==> config.mk <==
export PLATFORM = sky130hd
export DESIGN_NAME = hazard_ctrl_flat
export DESIGN_NICKNAME = d
export VERILOG_FILES = /design/src/rtl/hazard_ctrl_if.sv /design/src/rtl/hazard_ctrl.sv /design/src/flat_wrapper.sv
export SDC_FILE = /design/constraint.sdc
export NUM_CORES = 1
export LEC_CHECK = 0
export ABC_AREA = 1
export BUFFER_PORTS_ARGS = -buffer_cell sky130_fd_sc_hd__buf_2
export CORE_MARGIN = 10
export CORE_UTILIZATION = 36
export DETAILED_ROUTE_END_ITERATION = 8
export RECOVER_POWER = 25
export SLEW_MARGIN = 30
export SYNTH_ARGS = -nofsm -noshare
export SYNTH_HDL_FRONTEND = slang
export SYNTH_SLANG_ARGS = --single-unit
==> constraint.sdc <==
create_clock -name CLK -period 1.5 [get_ports CLK]
set_input_delay 0.225 -clock CLK [delete_from_list [all_inputs] [get_ports CLK]]
set_output_delay 0.225 -clock CLK [all_outputs]
set_load 0.005 [all_outputs]
==> src/rtl/hazard_ctrl_if.sv <==
// Pipeline-control bundle between the hazard sequencer and the 5-stage datapath.
// The master side supplies ID/EX/MEM hazard sources; the slave side returns register controls.
interface hazard_ctrl_if;
    logic [2:0]  idRx;
    logic [2:0]  idRy;
    logic        idUseRx;
    logic        idUseRy;
    logic [1:0]  exMemRead;
    logic        exRegWrite;
    logic [2:0]  exRd;
    logic        exRedirect;
    logic        memSharedAcc;
    logic        statClr;

    logic        pcStall;
    logic        ifIdStall;
    logic        ifIdFlush;
    logic        idExStall;
    logic        idExFlush;
    logic        exMemStall;
    logic        memWbFlush;
    logic        busy;
    logic [15:0] stallCount;

    modport master (
        output idRx, idRy, idUseRx, idUseRy, exMemRead, exRegWrite, exRd,
               exRedirect, memSharedAcc, statClr,
        input  pcStall, ifIdStall, ifIdFlush, idExStall, idExFlush,
               exMemStall, memWbFlush, busy, stallCount
    );

    modport slave (
        input  idRx, idRy, idUseRx, idUseRy, exMemRead, exRegWrite, exRd,
               exRedirect, memSharedAcc, statClr,
        output pcStall, ifIdStall, ifIdFlush, idExStall, idExFlush,
               exMemStall, memWbFlush, busy, stallCount
    );
endinterface

==> src/rtl/hazard_ctrl.sv <==
// Stall/flush sequencer for the 16-bit 5-stage core: load-use, EX redirects and
// shared instruction-RAM conflicts from multi-cycle MEM accesses.
module hazard_ctrl #(
    parameter int MEM_WAIT_CYCLES = 2
) (
    input  logic         CLK,
    input  logic         RST,
    hazard_ctrl_if.slave bus
);
    typedef enum logic {RUN, MEM_WAIT} state_t;

    localparam int CW = (MEM_WAIT_CYCLES > 1) ? $clog2(MEM_WAIT_CYCLES) : 1;

    state_t      state;
    logic [CW-1:0] wait_cnt;
    logic [15:0] stall_cnt;

    logic load_use;
    logic trigger;
    logic last_cyc;
    logic hold_cyc;

    logic pc_stall;
    logic if_id_stall;
    logic if_id_flush;
    logic id_ex_stall;
    logic id_ex_flush;
    logic ex_mem_stall;
    logic mem_wb_flush;

    assign load_use = (bus.exMemRead != 2'b00) && bus.exRegWrite &&
                      ((bus.idUseRx && (bus.idRx == bus.exRd)) ||
                       (bus.idUseRy && (bus.idRy == bus.exRd)));

    assign trigger  = (state == RUN) && bus.memSharedAcc;

    // The Last cycle of a shared access is the one where the fetch slot is lost
    // but EX is no longer frozen, so redirect/load-use are honoured again.
    assign last_cyc = (trigger && (MEM_WAIT_CYCLES == 1)) ||
                      ((state == MEM_WAIT) && (wait_cnt == CW'(1)));
    assign hold_cyc = (trigger && (MEM_WAIT_CYCLES > 1)) ||
                      ((state == MEM_WAIT) && (wait_cnt != CW'(1)));

    always_comb begin
        pc_stall     = 1'b0;
        if_id_stall  = 1'b0;
        if_id_flush  = 1'b0;
        id_ex_stall  = 1'b0;
        id_ex_flush  = 1'b0;
        ex_mem_stall = 1'b0;
        mem_wb_flush = 1'b0;
        if (!RST) begin
            pc_stall = 1'b0;
        end else if (hold_cyc) begin
            pc_stall     = 1'b1;
            if_id_stall  = 1'b1;
            id_ex_stall  = 1'b1;
            ex_mem_stall = 1'b1;
            mem_wb_flush = 1'b1;
        end else if (bus.exRedirect) begin
            if_id_flush = 1'b1;
            id_ex_flush = 1'b1;
        end else if (load_use) begin
            pc_stall    = 1'b1;
            if_id_stall = 1'b1;
            id_ex_flush = 1'b1;
        end else if (last_cyc) begin
            pc_stall    = 1'b1;
            if_id_flush = 1'b1;
        end
    end

    always_ff @(posedge CLK or negedge RST) begin
        if (!RST) begin
            state     <= RUN;
            wait_cnt  <= '0;
            stall_cnt <= '0;
        end else begin
            case (state)
                RUN: begin
                    if (bus.memSharedAcc && (MEM_WAIT_CYCLES > 1)) begin
                        state    <= MEM_WAIT;
                        wait_cnt <= CW'(MEM_WAIT_CYCLES - 1);
                    end
                end
                MEM_WAIT: begin
                    wait_cnt <= wait_cnt - CW'(1);
                    if (wait_cnt == CW'(1)) begin
                        state <= RUN;
                    end
                end
                default: state <= RUN;
            endcase

            if (bus.statClr) begin
                stall_cnt <= '0;
            end else if (pc_stall && (stall_cnt != 16'hFFFF)) begin
                stall_cnt <= stall_cnt + 16'd1;
            end
        end
    end

    assign bus.pcStall    = pc_stall;
    assign bus.ifIdStall  = if_id_stall;
    assign bus.ifIdFlush  = if_id_flush;
    assign bus.idExStall  = id_ex_stall;
    assign bus.idExFlush  = id_ex_flush;
    assign bus.exMemStall = ex_mem_stall;
    assign bus.memWbFlush = mem_wb_flush;
    assign bus.busy       = (state == MEM_WAIT);
    assign bus.stallCount = stall_cnt;
endmodule
==> src/flat_wrapper.sv <==
// flat-port wrapper written by rule: the top's interface ports become plain ports
module hazard_ctrl_flat 
#(
    parameter int MEM_WAIT_CYCLES = 2
)
  (CLK, RST, bus_idRx, bus_idRy, bus_idUseRx, bus_idUseRy, bus_exMemRead, bus_exRegWrite, bus_exRd, bus_exRedirect, bus_memSharedAcc, bus_statClr, bus_pcStall, bus_ifIdStall, bus_ifIdFlush, bus_idExStall, bus_idExFlush, bus_exMemStall, bus_memWbFlush, bus_busy, bus_stallCount);
  hazard_ctrl_if bus_i ();
  input  logic CLK;
  input  logic RST;
  input wire logic [$bits(bus_i.idRx)-1:0] bus_idRx;
  input wire logic [$bits(bus_i.idRy)-1:0] bus_idRy;
  input wire logic [$bits(bus_i.idUseRx)-1:0] bus_idUseRx;
  input wire logic [$bits(bus_i.idUseRy)-1:0] bus_idUseRy;
  input wire logic [$bits(bus_i.exMemRead)-1:0] bus_exMemRead;
  input wire logic [$bits(bus_i.exRegWrite)-1:0] bus_exRegWrite;
  input wire logic [$bits(bus_i.exRd)-1:0] bus_exRd;
  input wire logic [$bits(bus_i.exRedirect)-1:0] bus_exRedirect;
  input wire logic [$bits(bus_i.memSharedAcc)-1:0] bus_memSharedAcc;
  input wire logic [$bits(bus_i.statClr)-1:0] bus_statClr;
  output wire logic [$bits(bus_i.pcStall)-1:0] bus_pcStall;
  output wire logic [$bits(bus_i.ifIdStall)-1:0] bus_ifIdStall;
  output wire logic [$bits(bus_i.ifIdFlush)-1:0] bus_ifIdFlush;
  output wire logic [$bits(bus_i.idExStall)-1:0] bus_idExStall;
  output wire logic [$bits(bus_i.idExFlush)-1:0] bus_idExFlush;
  output wire logic [$bits(bus_i.exMemStall)-1:0] bus_exMemStall;
  output wire logic [$bits(bus_i.memWbFlush)-1:0] bus_memWbFlush;
  output wire logic [$bits(bus_i.busy)-1:0] bus_busy;
  output wire logic [$bits(bus_i.stallCount)-1:0] bus_stallCount;
  assign bus_i.idRx = bus_idRx;
  assign bus_i.idRy = bus_idRy;
  assign bus_i.idUseRx = bus_idUseRx;
  assign bus_i.idUseRy = bus_idUseRy;
  assign bus_i.exMemRead = bus_exMemRead;
  assign bus_i.exRegWrite = bus_exRegWrite;
  assign bus_i.exRd = bus_exRd;
  assign bus_i.exRedirect = bus_exRedirect;
  assign bus_i.memSharedAcc = bus_memSharedAcc;
  assign bus_i.statClr = bus_statClr;
  assign bus_pcStall = bus_i.pcStall;
  assign bus_ifIdStall = bus_i.ifIdStall;
  assign bus_ifIdFlush = bus_i.ifIdFlush;
  assign bus_idExStall = bus_i.idExStall;
  assign bus_idExFlush = bus_i.idExFlush;
  assign bus_exMemStall = bus_i.exMemStall;
  assign bus_memWbFlush = bus_i.memWbFlush;
  assign bus_busy = bus_i.busy;
  assign bus_stallCount = bus_i.stallCount;
  hazard_ctrl #(.MEM_WAIT_CYCLES(MEM_WAIT_CYCLES)) u_core (.CLK(CLK), .RST(RST), .bus(bus_i));
endmodule
==> results of run 1 <==
## final cells by class
cell class	count	area share
clock buffers	3	0.02079
inverters	36	0.06805
multi-input cells	142	0.4026
flip-flops and latches	18	0.2268
well taps	48	0.03025
repair buffers	79	0.2514
## flip-flops by register name (all words and copies together) (netlist names)
| register | count |
|---|---|
| u_core.bus.busy | 1 |
| u_core.wait_cnt | 1 |
| u_core.bus.stallCount | 16 |
## cell usage in the layout, fill, tap and decap left out, drive strengths merged
master   n
nor2    22
o21a     1
inv     36
ha       1
buf     79
nand2   56
nand3   24
nor3     3
a21boi   1
dfrtp   18
o21ai    2
nand4   20
o21bai   1
xor2     9
clkbuf   3
xnor2    2
## metrics by stage
stage / TNS [ns] / worst slack (ns) / std cells / hold slack [ns] / instance area (um2)
3_3_place_gp: 0 / 0.01806 / 305 / 0.2733 / 1752
2_1_floorplan: 0 / 0.007553 / 204 / -0.07059 / 1389
3_5_place_dp: -0.06109 / -0.01759 / 305 / 0.2785 / 1752
4_1_cts: -0.05436 / -0.03643 / 323 / 0.01612 / 1932
5_1_grt: -1.697 / -0.1375 / 326 / 0.02246 / 1986
6_report: -0.07958 / -0.06034 / 326 / 0.003919 / 1986
## per-layer routing
metal / routed length [um] / vias up / global-route usage
met5: 0 / - / 0
met4: 32 / 0 / 0.03571
met3: 231 / 4 / 0.02948
met2: 1996 / 24 / 0.2061
met1: 1707 / 705 / 0.1410
li1: - / 795 / -
## synth_stat cells
master,instances,area [um2]
inv_1,34,127.6
o21ai_1,2,10.01
nand3_4,1,17.52
nand4_1,19,118.9
o21a_1,1,7.510
nor3_1,2,10.01
buf_2,2,10.01
nand3_2,1,10.01
nand2_2,2,12.51
ha_1,1,12.51
clkbuf_1,1,3.750
inv_2,2,7.510
nor3_4,1,16.27
a21boi_0,1,7.510
buf_1,2,7.510
dfrtp_1,18,450.4
nor2_2,1,6.260
buf_4,2,15.01
nand2_1,53,198.9
nand3_1,22,110.1
nor2_1,21,78.83
xnor2_1,2,17.52
o21bai_1,1,7.510
nand2_4,1,11.26
nand4_4,1,21.27
xor2_1,9,78.83
buf_6,1,11.26
## cells by family after synthesis
family          count (synthesis)
xor+xnor                       11
buf+inv                        44
fa+ha+maj                       1
simple gates                  125
flops                          18
compound gates                  5
## worst max-delay path by stage
| stage | cells past startpoint | slack [ns] | to | start |
|---|---|---|---|---|
| after floorplan | 7 | 0.008 | u_core.bus.stallCount[11] | u_core.bus.stallCount[0] |
| after global placement | 6 | 0.02 | u_core.bus.stallCount[12] | u_core.bus.stallCount[8] |
| after detailed placement | 7 | -0.02 | u_core.bus.stallCount[4] | u_core.bus.stallCount[0] |
| after CTS | 8 | -0.04 | bus_ifIdFlush | u_core.bus.busy |
| after global routing | 7 | -0.14 | bus_ifIdFlush | u_core.bus.busy |
| final | 7 | -0.06 | bus_ifIdFlush | u_core.bus.busy |
## worst register-to-register path, stage by stage (launching register included)
cell and delay (ns):
dfrtp_1 0.36, ha_2 0.19, nand2_2 0.08, nor3_4 0.19
nand4_4 0.19, buf_6 0.20, nand4_1 0.10, nand2_1 0.06
## report_power, final
group          switching, uW  total [uW]  internal (uW)
registers               41.6         573            531
clock network            160         339            178
logic                    440         917            477
## timing repair
action,CTS,global route
gates resized for setup,8,9
buffers inserted,15,4
pin swaps,6,9
setup endpoints to repair,13,24
==> summary.txt, run 1 <==
Floorplanning
  • Chip height: 82.06 um
  • Die ar.: 6733 um2
  • Starting Density: 0.3758
  • Top Ports: 43
  • Core area: 3689 um2
  • Die W: 82.06 um
  • Row Count: 22

Yosys
  • Ys Warns: 0
  • Post-Syn Area per Cell: 6.796 um2
  • Mux share of post-synthesis cell area: 0
  • Simple-gate share of the synthesized area: 0.4413
  • Synth Register Bits: 18
  • Syn Inst Count: 204
  • Library cells used by synthesis: 27
  • Synth Area in XOR/XNOR: 0.06949
  • Syn_nets: 224
  • Largest family of logic cells by synthesized area: simple AND/OR/NAND/NOR gates
  • Sequential fraction of the synthesis area: 0.3249
  • Compound-Gate Fraction of Synth Area: 0.02347
  • Synthesized-area fraction occupied by adder cells: 0.009025
  • Mapped cell area: around 1400 um2

Critical path
  • Cells along the critical path: nand2_1, nand2_2, buf_6, nand2_2, o21bai_1, inv_1, buf_2
  • Buf/Inv on CP: 3
  • Cells on worst reg2reg path: 7
  • FF-to-FF setup slack: around 0.020 ns
  • Startpoint Class: flop
  • Critical path fanouts, max: 4
  • Reg2reg end: u_core.bus.stallCount[12]
  • CP delay by family, top: flip-flops
  • Most used cell, CP: nand2_2
  • Critical Path RT: 1.27 ns
  • Crit path largest cell delay: 0.40 ns
  • Critical path class: flop to output pin
  • Reg2reg start: u_core.bus.stallCount[1]
  • Critical Path AT: 1.34 ns
  • CP max stage cell: dfrtp_1
  • Critical Path End Type: output pin

STA
  • Fmax: 0.6409 GHz
  • Final cycle utilization of the critical path: 1.040
  • Finish-stage setup viols: 2
  • Worst-Margin Slew: 0.3268 ns
  • Slew margin rel.: 0.7821
  • RSZ-0062 raised after global routing: true
  • Endpoints failing hold: 0
  • Minimum clock period after layout: 1.560 ns
  • Final WS setup: -0.06034 ns
  • Clk_skew: 0.005810 ns
  • Final slew viol count: 0

GRT
  • First-pass GRT wire length: 6.444 mm
  • Pin count of the biggest net entering global routing: 33
  • Initial antenna violation count: 0
  • Total Routing Usage GR: 0.1189
  • Number of global-route vias before repair: 1437
  • GRT overflow: 0

CTS
  • H-Tree Depth: 1
  • Number of CTS-inserted buffers: 3
  • TritonCTS clock tree: done
  • Worst-Skew Late Latency: 0.25 ns
  • CTS Root Cell: clkbuf_8
  • Clk slew on worst S/H paths: 0.07 ns
  • CTS sink cnt: 18
  • # hold bufs at CTS: 0
  • Max clock buf depth: 2

Run status
  • Outcome: complete, but fails checks
  • Failing checks: setup timing

Place
  • HPWL after detailed placement: slightly below 3 mm
  • I/O Buffers: 42
  • GP Congestion: between 0.8 and 0.9

Route
  • DRC: 0
  • Drt first pass iters: 5
  • Drt total wl: 3.968 mm
  • Post-DR wirelength/cell: 12.17 um
  • Vias: 1528
  • Routed vias/inst: 4.687
  • Initial DRC count: 89
  • Post-route ant nets: 0

Pwr
  • Pwr dens: roughly 920 nW/um2
  • Leak Pwr: 0.001243 uW
  • Final Power: roughly 1800 uW
  • Max IR drop VDD: 470.2 uV

Layout
  • Storage cell area: 450.4 um2
  • Antenna Cells: 0
  • Nets: 300
  • Fill count: 371
  • Synth-to-Final Area Change: 43.23%
  • Multi-input logic area: 799.5 um2
  • Fin util: 0.5383
  • Ratio of cells with drive above 1 in the final layout: 0.3705

Min path
  • Hold crit path type: input port to async pin

Job
  • MaxCap Viol Count: 0
Note: power is estimated with default switching activity, not from simulation.
==> inputs of run 2 (changes only) <==
--- a/config.mk
+++ b/config.mk
@@ -10,8 +10,10 @@
 export CORE_MARGIN = 10
 export CORE_UTILIZATION = 36
 export DETAILED_ROUTE_END_ITERATION = 8
+export PLACE_DENSITY = 0.64
 export RECOVER_POWER = 25
 export SLEW_MARGIN = 30
 export SYNTH_ARGS = -nofsm -noshare
 export SYNTH_HDL_FRONTEND = slang
 export SYNTH_SLANG_ARGS = --single-unit
+export TNS_END_PERCENT = 30
==> run 2 against run 1 <==
Net effect:
- register-to-register slack lost 0.05 ns
- sequential cell count is the same
- sequential share of layout area grew 0.65 points
- combinational power down 25%
- final cell count shrank 3.4%
- maximum frequency is 0.38% higher
- global-route usage decreased by 0.43 points
- core utilization fell by 1.5 points
- the run ends with hold timing, setup timing left
- first-iteration DRC count fell by 18%
- critical path type unchanged
- count of clock-buffer cells in the layout rose by 1
- via count down 3.4%
==> summary.txt, run 2 (same netlist as run 1, synthesis figures left out) <==
Run status
  • Outcome: complete, but fails checks
  • Failing checks: hold timing, setup timing

GRT
  • Pin count of the biggest net entering global routing: 33
  • Number of global-route vias before repair: 1410
  • Initial antenna violation count: 0
  • GRT overflow: 0
  • Total Routing Usage GR: 0.1146
  • First-pass GRT wire length: 6.251 mm

STA
  • Slew margin rel.: 0.7763
  • Finish-stage setup viols: 6
  • Fmax: 0.6434 GHz
  • Worst-Margin Slew: 0.3355 ns
  • Clk_skew: 0.005660 ns
  • Final slew viol count: 0
  • Final TNS setup: -0.1389 ns
  • Endpoints failing hold: 8
  • RSZ-0062 raised after global routing: true
  • Final cycle utilization of the critical path: 1.036
  • Minimum clock period after layout: around 1.6 ns
  • Final WS setup: -0.05436 ns
  • Hold Worst Slack: -0.006702 ns

Route
  • DRC: 0
  • Routed vias/inst: about 4.7
  • Drt first pass iters: 4
  • Post-DR wirelength/cell: 12.01 um
  • Max layer used: met4
  • Met3 WL: 167 um
  • Vias: 1476
  • Met1 WL: 1.685 mm
  • Initial DRC count: 73
  • Drt total wl: 3.782 mm
  • Post-route ant nets: 0
  • WL met2: 1.875 mm

Floorplanning
  • Starting Density: 0.3758
  • Chip height: 82.06 um
  • Die W: 82.06 um
  • Row Count: 22
  • Die ar.: 6733 um2
  • Core area: between 3000 and 4000 um2
  • Top Ports: 43

Critical path
  • Critical Path End Type: output pin
  • Critical Path AT: 1.33 ns
  • Levels on crit path: 7
  • Critical path fanouts, max: 11
  • FF-to-FF setup slack: -0.03 ns
  • CP max stage cell: dfrtp_1
  • Startpoint Class: flop
  • Buf/Inv on CP: 3
  • CP delay by family, top: flip-flops
  • Cells along the critical path: inv_1, nand2_1, nand2_2, nor2_2, inv_2, nand3_4, buf_6
  • Critical Path Start: u_core.bus.busy
  • Crit path largest cell delay: around 0.40 ns
  • Reg2reg start: u_core.bus.stallCount[1]
  • Cells on worst reg2reg path: 7
  • Critical Path End: bus_pcStall
  • Critical Path RT: roughly 1.3 ns
  • Critical path class: flop to output pin
  • Reg2reg end: u_core.bus.stallCount[8]

Place
  • I/O Buffers: 42
  • GP Congestion: 0.7894
  • HPWL after detailed placement: 2.943 mm

Layout
  • Commonest non-fill, non-tap cell in the layout: nand2_1
  • Ratio of cells with drive above 1 in the final layout: 0.3371
  • Most frequent cells in the layout: 51 x nand2_1, 41 x buf_2, 34 x inv_1, 22 x buf_4
  • Nets: ~290
  • Synth-to-Final Area Change: 39.26%
  • Antenna Cells: 0
  • Max reg flops: 16

CTS
  • Worst-Skew Late Latency: 0.25 ns
  • H-Tree Depth: 1
  • TritonCTS clock tree: done
  • Number of CTS-inserted buffers: 3
  • CTS sink cnt: 18
  • Max clock buf depth: 2
  • # hold bufs at CTS: 0
  • Clk slew on worst S/H paths: 0.07 ns
  • CTS Root Cell: clkbuf_8

Pwr
  • Pwr dens: 862.7 nW/um2
  • Final Power: 1666 uW
  • Max IR drop VDD: 403.4 uV
  • Leak Pwr: 0.001212 uW

Min path
  • Hold crit path type: input port to async pin

Job
  • MaxCap Viol Count: 0
-- run 2: through the flow --
| stage | cell area [um2] | worst slack, ns | util | std cells |
|---|---|---|---|---|
| floorplan | 1389 | 0.007553 | - | 204 |
| global placement | 1767 | 0.03478 | 0.4790 | 307 |
| detailed placement | 1767 | -0.002264 | 0.4790 | 307 |
| CTS | 1847 | -0.04118 | 0.5007 | 312 |
| global route | 1931 | -0.1378 | 0.5234 | 315 |
| finish | 1931 | -0.05436 | 0.5234 | 315 |
-- run 2: power breakdown --
part	internal (uW)	leakage [uW]	switching, uW
combinational	308	0.000938	382
sequential	531	0.000245	45.6
clock	233	0.0000288	166
-- run 2: worst min-delay path by stage --
stage / start / to / depth (start not counted)
finish: RST / u_core.bus.stallCount[2] / 2
global route: RST / u_core.bus.stallCount[4] / 2
CTS: RST / u_core.bus.stallCount[2] / 2
detailed placement: RST / u_core.bus.stallCount[2] / 2
global placement: RST / u_core.bus.stallCount[2] / 2
floorplan: RST / u_core.bus.busy / 0
-- run 2: layout make-up --
class	instances	area, um2
Clock buffer	4	55.05
Fill cell	382	1758
Inverter	36	135.1
Multi-Input combinational cell	142	814.5
Sequential cell	18	450.4
Tap cell	48	60.06
Timing Repair Buffer	67	415.4
-- run 2: layer usage --
| layer | track usage | vias up |
|---|---|---|
| met5 | 0 | - |
| met4 | 0.04082 | 0 |
| met3 | 0.02183 | 6 |
| met2 | 0.2014 | 25 |
| met1 | 0.1352 | 673 |
| li1 | - | 772 |
-- run 2: what timing repair did --
action | 4_1_cts | 5_1_grt
gates cloned | 0 | 0
pin swaps | 2 | 5
resized for setup | 5 | 13
setup buffers | 1 | 3
setup endpoints to repair | 18 | 21
